$ cat src/rtl/riot_arb_pkg.sv
// Shared types and constants for the RIOT bus arbiter.
package riot_arb_pkg;

    localparam int         NUM_REQ    = 2;
    localparam logic [7:0] RDATA_NOOE = 8'hFF;  // read with no valid core data
    localparam logic [7:0] RDATA_WR   = 8'h00;  // returned on write completion

    typedef enum logic [1:0] {
        IDLE = 2'd0,
        ADDR = 2'd1,
        DATA = 2'd2,
        ACK  = 2'd3
    } arb_state_t;

endpackage

$ cat src/rtl/riot_arb_rr.sv
// Two-input round-robin picker: a lone request wins, a tie goes to the
// requester that was not granted last.
module riot_arb_rr
    import riot_arb_pkg::*;
(
    input  logic [NUM_REQ-1:0] req,
    input  logic               last,
    output logic               winner,
    output logic               valid
);

    // Pure combinational pick; req[1] alone selects 1, req[0] alone selects 0
    always_comb begin
        valid  = |req;
        winner = req[1];
        if (req == 2'b11)
            winner = ~last;
    end

endmodule

$ cat src/rtl/riot_bus_arbiter.sv
// Two-requester arbiter in front of the 6530 RIOT core.
// Each transaction walks IDLE -> ADDR -> DATA -> ACK, one phi2 cycle each.
// Optional feature macro: RIOT_ARB_LOCK_EN (locked back-to-back transfers).
module riot_bus_arbiter
    import riot_arb_pkg::*;
#(
    parameter logic [3:0] LOCK_MAX = 4'd15
) (
    input  logic               phi2,
    input  logic               rst,
    input  logic [NUM_REQ-1:0] req,
    input  logic [NUM_REQ-1:0] rq_we_n,
    input  logic [9:0]         rq_addr0,
    input  logic [9:0]         rq_addr1,
    input  logic [7:0]         rq_wdata0,
    input  logic [7:0]         rq_wdata1,
    output logic [NUM_REQ-1:0] ack,
    output logic [7:0]         rdata,
    output logic               gnt_id,
    output logic               m_cs,
    output logic               m_we_n,
    output logic [9:0]         m_A,
    output logic [7:0]         m_DI,
    input  logic [7:0]         m_DO,
`ifdef RIOT_ARB_LOCK_EN
    input  logic [NUM_REQ-1:0] lock,
`endif
    input  logic               m_OE
);

    arb_state_t state, state_nxt;
    logic       rr_last;     // last granted requester, reset to 1 so 0 wins first tie
    logic       rr_winner;
    logic       rr_valid;
    logic       lat_we_n;
    logic       sel;
    logic       load;
    logic       lock_go;     // ACK continues straight into ADDR for the same requester

    riot_arb_rr u_rr (
        .req    (req),
        .last   (rr_last),
        .winner (rr_winner),
        .valid  (rr_valid)
    );

`ifdef RIOT_ARB_LOCK_EN
    logic [3:0] lock_cnt;

    assign lock_go = (state == ACK) && lock[gnt_id] && req[gnt_id] &&
                     (lock_cnt != LOCK_MAX);

    // Count locked continuations; any return to IDLE (forced or not) clears it
    always_ff @(posedge phi2 or posedge rst) begin
        if (rst)
            lock_cnt <= 4'd0;
        else if (state == ACK)
            lock_cnt <= lock_go ? lock_cnt + 4'd1 : 4'd0;
    end
`else
    assign lock_go = 1'b0;

    // LOCK_MAX only matters with the lock feature; keep it elaborated here
    if (LOCK_MAX == 4'd0) begin : g_lock_max_unused
    end
`endif

    // A locked continuation re-latches the current owner; otherwise the picker decides
    assign sel  = (state == IDLE) ? rr_winner : gnt_id;
    assign load = ((state == IDLE) && rr_valid) || lock_go;

    // State register
    always_ff @(posedge phi2 or posedge rst) begin
        if (rst)
            state <= IDLE;
        else
            state <= state_nxt;
    end

    // Next-state logic; req is only looked at in IDLE (and ACK when locked)
    always_comb begin
        state_nxt = state;
        case (state)
            IDLE: if (rr_valid) state_nxt = ADDR;
            ADDR: state_nxt = DATA;
            DATA: state_nxt = ACK;
            ACK:  state_nxt = lock_go ? ADDR : IDLE;
            default: state_nxt = IDLE;
        endcase
    end

    // Grant latch and read-data capture; a dropped req cannot abort the transfer
    always_ff @(posedge phi2 or posedge rst) begin
        if (rst) begin
            gnt_id   <= 1'b0;
            rr_last  <= 1'b1;
            lat_we_n <= 1'b1;
            m_A      <= 10'd0;
            m_DI     <= 8'd0;
            rdata    <= 8'd0;
        end else begin
            if (load) begin
                gnt_id   <= sel;
                rr_last  <= sel;
                lat_we_n <= rq_we_n[sel];
                m_A      <= sel ? rq_addr1  : rq_addr0;
                m_DI     <= sel ? rq_wdata1 : rq_wdata0;
            end
            if (state == DATA)
                rdata <= !lat_we_n ? RDATA_WR : (m_OE ? m_DO : RDATA_NOOE);
        end
    end

    // Bus strobes and completion pulse decode straight from state
    always_comb begin
        m_cs   = (state == ADDR);
        m_we_n = (state == ADDR) ? lat_we_n : 1'b1;
        ack    = (state == ACK) ? {gnt_id, ~gnt_id} : 2'b00;
    end

endmodule

$ cat config.mk
export PLATFORM = sky130hd
export DESIGN_NAME = riot_bus_arbiter
export DESIGN_NICKNAME = d
export VERILOG_FILES = /design/src/rtl/riot_arb_pkg.sv /design/src/rtl/riot_arb_rr.sv /design/src/rtl/riot_bus_arbiter.sv
export SDC_FILE = /design/constraint.sdc
export NUM_CORES = 1
export LEC_CHECK = 0
export BUFFER_PORTS_ARGS = -buffer_cell sky130_fd_sc_hd__clkbuf_2
export CELL_PAD_IN_SITES_DETAIL_PLACEMENT = 2
export CELL_PAD_IN_SITES_GLOBAL_PLACEMENT = 2
export CORE_UTILIZATION = 22
export DETAILED_ROUTE_END_ITERATION = 7
export PLACE_DENSITY_LB_ADDON = 0.1
export SYNTH_ARGS = -nofsm -noshare
export SYNTH_HDL_FRONTEND = slang
export SYNTH_SLANG_ARGS = --single-unit
$ cat constraint.sdc
create_clock -name phi2 -period 1.4 [get_ports phi2]
set_input_delay 0.28 -clock phi2 [delete_from_list [all_inputs] [get_ports phi2]]
set_output_delay 0.28 -clock phi2 [all_outputs]
set_load 0.1 [all_outputs]
==> results.sh, run 1 <==
export IMPL_async_flop_share_pct=100
export IMPL_initial_core_util_pct=23.0
export IMPL_syn_nets=226
export IMPL_num_vias=1632
export IMPL_synth_edff_count=0
export IMPL_cts_num_sinks=31
export IMPL_nFillCells=786
export IMPL_path_max_fanout=2
export IMPL_crit_type="register to output port"
export IMPL_synthCells=171
export IMPL_drt_iter0_drc=55
export IMPL_syn_area_sq_mm=0.00158
export IMPL_finalCriticalPeriod_ns=1.54
export IMPL_dp_hpwl_microns=3910
export IMPL_drive_above_1_share_pct=53.9
export IMPL_io_buffers=81
export IMPL_place_worst_setup_slack_ns=-0.0171
export IMPL_grt_total_usage_pct=16.3
export IMPL_post_route_util_pct=40.8
export IMPL_antennaDiodeCount=0
export IMPL_gp_congestion=0.662
export IMPL_end_kind="output port"
export IMPL_clock_skew_ns=0.00771
export IMPL_setup_viol=4
export IMPL_slowest_delay_ns=0.39
export IMPL_clk_latency_ns=0.28
export IMPL_die_w_microns=86.7
export IMPL_grt_max_degree=21
export IMPL_cts_tree="built"
export IMPL_status="complete, but fails checks"
export IMPL_maxCapViolations=0
export IMPL_cts_buffer_depth=2
export IMPL_crit_buf_inv=2
export IMPL_violations="negative setup slack"
export IMPL_die_y_microns=86.7
export IMPL_cp_cell_sequence="buf_6 -> ha_4 -> and2_4 -> buf_12"
export IMPL_worst_pin_slew_ns=0.286
export IMPL_worst_ep_required_time_ns=1.12
export IMPL_wire_per_inst_microns=16.0
export IMPL_path_clk_slew_ns=0.07
export IMPL_die_area_sq_mm=0.00752
export IMPL_grt_pass1_vias=1808
export IMPL_synth_cell_types=25
export IMPL_cts_root_buf="clkbuf_8"
export IMPL_period_share_pct=110
export IMPL_cpLargestDelayFamily="flip-flops"
export IMPL_std_cell_rows=30
export IMPL_arrival_ns=1.26
export IMPL_ant_nets=0
export IMPL_crit_slowest_cell="dfrtp_1"
export IMPL_h_tree_depth=2
export IMPL_viasPerCell=4.47
export IMPL_antenna_found_initial=0
export IMPL_cts_buffers=5
export IMPL_area_growth_pct=77.5
export IMPL_overflow=0
export IMPL_maxSlewViolCount=0
export IMPL_grt_first_pass_wirelength_microns=9080
export IMPL_hold_class="primary input to register"
export IMPL_synth_warnings=0
export IMPL_critPathLaunchType="register"
export IMPL_coreArea_sq_mm=0.00687
export IMPL_final_hold_viol_count=0
export IMPL_rsz0062_at_grt="yes"
export IMPL_drcViolationCount=0
export IMPL_ios=82
export IMPL_synth_ff_type="dfrtp_1"
export IMPL_ys_seq_area_share_pct=49.3
export IMPL_relSlewSlack_pct=81.1
export IMPL_ys_seq_elements=31
export IMPL_wl_microns=5840
export IMPL_nNetsFinal=323
export IMPL_setup_ws_ns=-0.144
export IMPL_fmax_mhz=648
export IMPL_drt_pass1_iter_count=3
export IMPL_synth_area_per_cell_sq_um=9.23
==> cells by family (layout without fill, tap and decap cells) <==
kind of cell             count (synthesis)  in the layout  synth area share, %
flip-flops                              31             31                 49.3
AND/OR/NAND/NOR                         51             52                 14.9
adder cells (fa/ha/maj)                  4              4                 3.17
buffers and inverters                   26            123                 10.5
AO/OA/AOI/OAI                           58             58                 21.5
multiplexers                             1              1                0.713
==> through the flow <==
step                hold WS, ns  area [sq um]  instances  setup TNS [ns]
floorplan                 0.382          1630        171         -0.0825
global placement          0.299          2460        348               0
detailed placement        0.302          2460        348         -0.0171
CTS                       0.210          2670        362          -0.475
global route              0.227          2800        365           -1.61
finish                    0.221          2800        365          -0.425
==> synth_stat cells, types with 2 or more instances <==
library cell | n | area [sq um]
a31oi_1 | 20 | 125
and2_1 | 2 | 12.5
buf_12 | 2 | 40.0
buf_6 | 2 | 22.5
clkbuf_1 | 5 | 18.8
dfrtp_1 | 29 | 726
dfstp_2 | 2 | 52.6
ha_1 | 4 | 50.1
inv_1 | 12 | 45.0
nand2_1 | 6 | 22.5
nand3_1 | 18 | 90.1
nor2_1 | 21 | 78.8
o211ai_1 | 8 | 60.1
o21ai_0 | 29 | 145
==> tightest hold or removal path, delay by kind of cell <==
kind            cells  cell delay (ns)
compound gates      1             0.08
buf+inv             1             0.08
simple gates        1             0.06
==> worst paths after layout <==
check,startpoint,endpoint,slack [ns],depth (start not counted)
max reg2reg,state[1],m_DI[6],0,7
min,rq_we_n[1],lat_we_n,0.22,3
max,state[0],ack[1],-0.14,4
min in group asynchronous,rst,state[0],0.57,4
min reg2reg,rr_last,rr_last,0.50,2
max in group asynchronous,rst,gnt_id,0.57,4
==> layer usage <==
metal / share of wire [%] / up-vias / routed length, microns / track usage, %
li1: - / 794 / - / -
met3: 4.0 / 4 / 235 / 4.57
met2: 51 / 41 / 3000 / 27.8
met5: 0 / - / 0 / 0
met4: 0.68 / 0 / 40 / 5.00
met1: 44 / 793 / 2570 / 19.8
==> sequential cells by signal, indices dropped and copies added, names as in the netlist <==
signal,flops
rr_last,1
lat_we_n,1
m_DI,8
rdata,8
state,2
m_A,10
gnt_id,1
==> placed cells by master (no fill, tap or decap), types with 2 or more instances in the layout <==
cell       Yosys  layout
clkbuf_16      0       2
inv_1         12      11
o21ai_2        0       2
buf_6          2       5
dfstp_2        2       2
and2_4         1       3
clkbuf_2       1      50
clkbuf_8       1       7
o21ai_1        0      12
a31oi_1       20      20
nand2_1        6       4
buf_4          1      24
nand3_1       18      18
nor2_2         0      13
nand2_2        0       2
ha_4           0       3
o211ai_1       8       8
dfrtp_1       29      28
o21ai_0       29      15
nor2_4         0       4
buf_12         2      20
nor2_1        21       4
==> area by class of cell <==
type	count	area [sq um]	area share (%)
Inverter	12	45.0	1.61
Multi-Input combinational cell	115	781	27.9
Clock buffer	8	100	3.57
Timing Repair Buffer	103	975	34.8
Sequential cell	31	782	27.9
Tap cell	96	120	4.29
==> what timing repair did <==
| action | CTS | global route |
|---|---|---|
| endpoints found under the hold margin | 7 | 0 |
| pin swaps | 2 | 0 |
| hold buffers | 1 | 0 |
| cloned | 2 | 3 |
| gates resized for setup | 14 | 35 |
| setup buffers | 3 | 0 |
| setup endpoints to repair | 6 | 25 |
Power of run 1 is left out: the tool's default activity adds up to more than one toggle a clock period on the data nets, which glitch-free logic cannot reach.
==> run 2: changes to the inputs <==
CELL_PAD_IN_SITES_DETAIL_PLACEMENT = 1   (was 2)
==> results.sh, run 2 (same netlist as run 1, synthesis figures left out) <==
export IMPL_crit_type="register to output port"
export IMPL_cts_tree="built"
export IMPL_ios=82
export IMPL_status="complete, but fails checks"
export IMPL_post_route_util_pct=41.2
export IMPL_maxCapViolations=0
export IMPL_crit_slowest_cell="dfrtp_1"
export IMPL_grt_total_usage_pct=15.2
export IMPL_setup_viol=5
export IMPL_die_area_sq_mm=0.00752
export IMPL_fmax_mhz=646
export IMPL_gp_congestion=0.662
export IMPL_dp_hpwl_microns=3560
export IMPL_h_tree_depth=2
export IMPL_area_growth_pct=79.4
export IMPL_setup_ws_ns=-0.149
export IMPL_coreArea_sq_mm=0.00687
export IMPL_grt_first_pass_wirelength_microns=8670
export IMPL_drt_iter0_drc=29
export IMPL_die_y_microns=86.7
export IMPL_clock_skew_ns=0.00615
export IMPL_slowest_delay_ns=0.40
export IMPL_worst_ep_required_time_ns=1.12
export IMPL_worst_pin_slew_ns=0.285
export IMPL_final_hold_viol_count=0
export IMPL_viasPerCell=4.45
export IMPL_num_vias=1624
export IMPL_arrival_ns=1.27
export IMPL_cts_buffer_depth=2
export IMPL_clk_latency_ns=0.28
export IMPL_violations="negative setup slack"
export IMPL_cts_buffers=5
export IMPL_ant_nets=0
export IMPL_reg_top3="m_A: 10 flops, m_DI: 8 flops, rdata: 8 flops"
export IMPL_maxSlewViolCount=0
export IMPL_overflow=0
export IMPL_period_share_pct=111
export IMPL_grt_pass1_vias=1706
export IMPL_drcViolationCount=0
export IMPL_critPathLaunchType="register"
export IMPL_cts_root_buf="clkbuf_8"
export IMPL_wl_microns=5480
export IMPL_drive_above_1_share_pct=54.3
export IMPL_relSlewSlack_pct=81.2
export IMPL_largest_register_ffs=10
export IMPL_drt_pass1_iter_count=4
export IMPL_wire_per_inst_microns=15.0
export IMPL_path_clk_slew_ns=0.07
export IMPL_die_w_microns=86.7
export IMPL_cp_cell_sequence="buf_6 -> ha_4 -> and2_4 -> buf_12"
export IMPL_largest_register="m_A"
export IMPL_final_common_cell="clkbuf_2"
export IMPL_cts_num_sinks=31
export IMPL_antenna_found_initial=0
export IMPL_nNetsFinal=323
export IMPL_end_kind="output port"
export IMPL_initial_core_util_pct=23.0
export IMPL_grt_max_degree=21
export IMPL_antennaDiodeCount=0
export IMPL_std_cell_rows=30
export IMPL_final_cell_mix="50 x clkbuf_2, 28 x dfrtp_1, 24 x buf_4"
export IMPL_io_buffers=81
export IMPL_rsz0062_at_grt="yes"
export IMPL_finalCriticalPeriod_ns=1.55
export IMPL_path_max_fanout=2
export IMPL_hold_class="primary input to register"
run 2: critical path, delay by kind of cell, from the launching register on:
family | cells | cell delay [ns]
DFF | 1 | 0.40
buffers and inverters | 2 | 0.29
adders and majority gates | 1 | 0.15
and+or+nand+nor | 1 | 0.15
run 2: final timing paths:
check / from / to / slack, ns / cells after the start
setup / recovery: state[0] / ack[1] / -0.15 / 4
hold / removal: rq_we_n[1] / lat_we_n / 0.22 / 3
setup reg to reg: state[1] / m_A[9] / 0 / 7
hold reg to reg: rr_last / rr_last / 0.50 / 2
max in group asynchronous: rst / gnt_id / 0.58 / 4
min in group asynchronous: rst / state[0] / 0.57 / 4
run 2: metal layers:
layer  global-route usage, %  share of wire (%)  up-vias
li1                        -                  -      793
met1                    19.3                 46      785
met2                    25.3                 48       42
met3                    4.48                4.6        4
met4                    3.64               0.73        0
met5                       0                  0        -
run 2: cell type report:
class,count,area [sq um]
Tap cell,96,120
Timing Repair Buffer,103,975
Fill cell,806,4040
Multi-Input combinational cell,115,811
Sequential cell,31,782
Clock buffer,8,100
Inverter,12,45.0
run 2: stage by stage:
step / setup slack (ns) / cell area, sq um / hold slack (ns) / cells / TNS, ns
floorplan: -0.0385 / 1630 / 0.382 / 171 / -0.0825
global placement: 0.0247 / 2460 / 0.299 / 348 / 0
detailed placement: -0.00656 / 2460 / 0.296 / 348 / -0.00656
CTS: -0.157 / 2670 / 0.210 / 362 / -0.450
global route: -0.204 / 2830 / 0.233 / 365 / -1.70
finish: -0.149 / 2830 / 0.217 / 365 / -0.428
run 2: repair_timing:
item	in CTS	in global routing
gates resized for setup	14	42
gates cloned	2	3
hold buffers	1	0
buffers inserted	3	0
setup endpoints to repair	5	25
pin swaps	1	1
endpoints found under the hold margin	11	0
Power of run 2 is left out for the same reason.
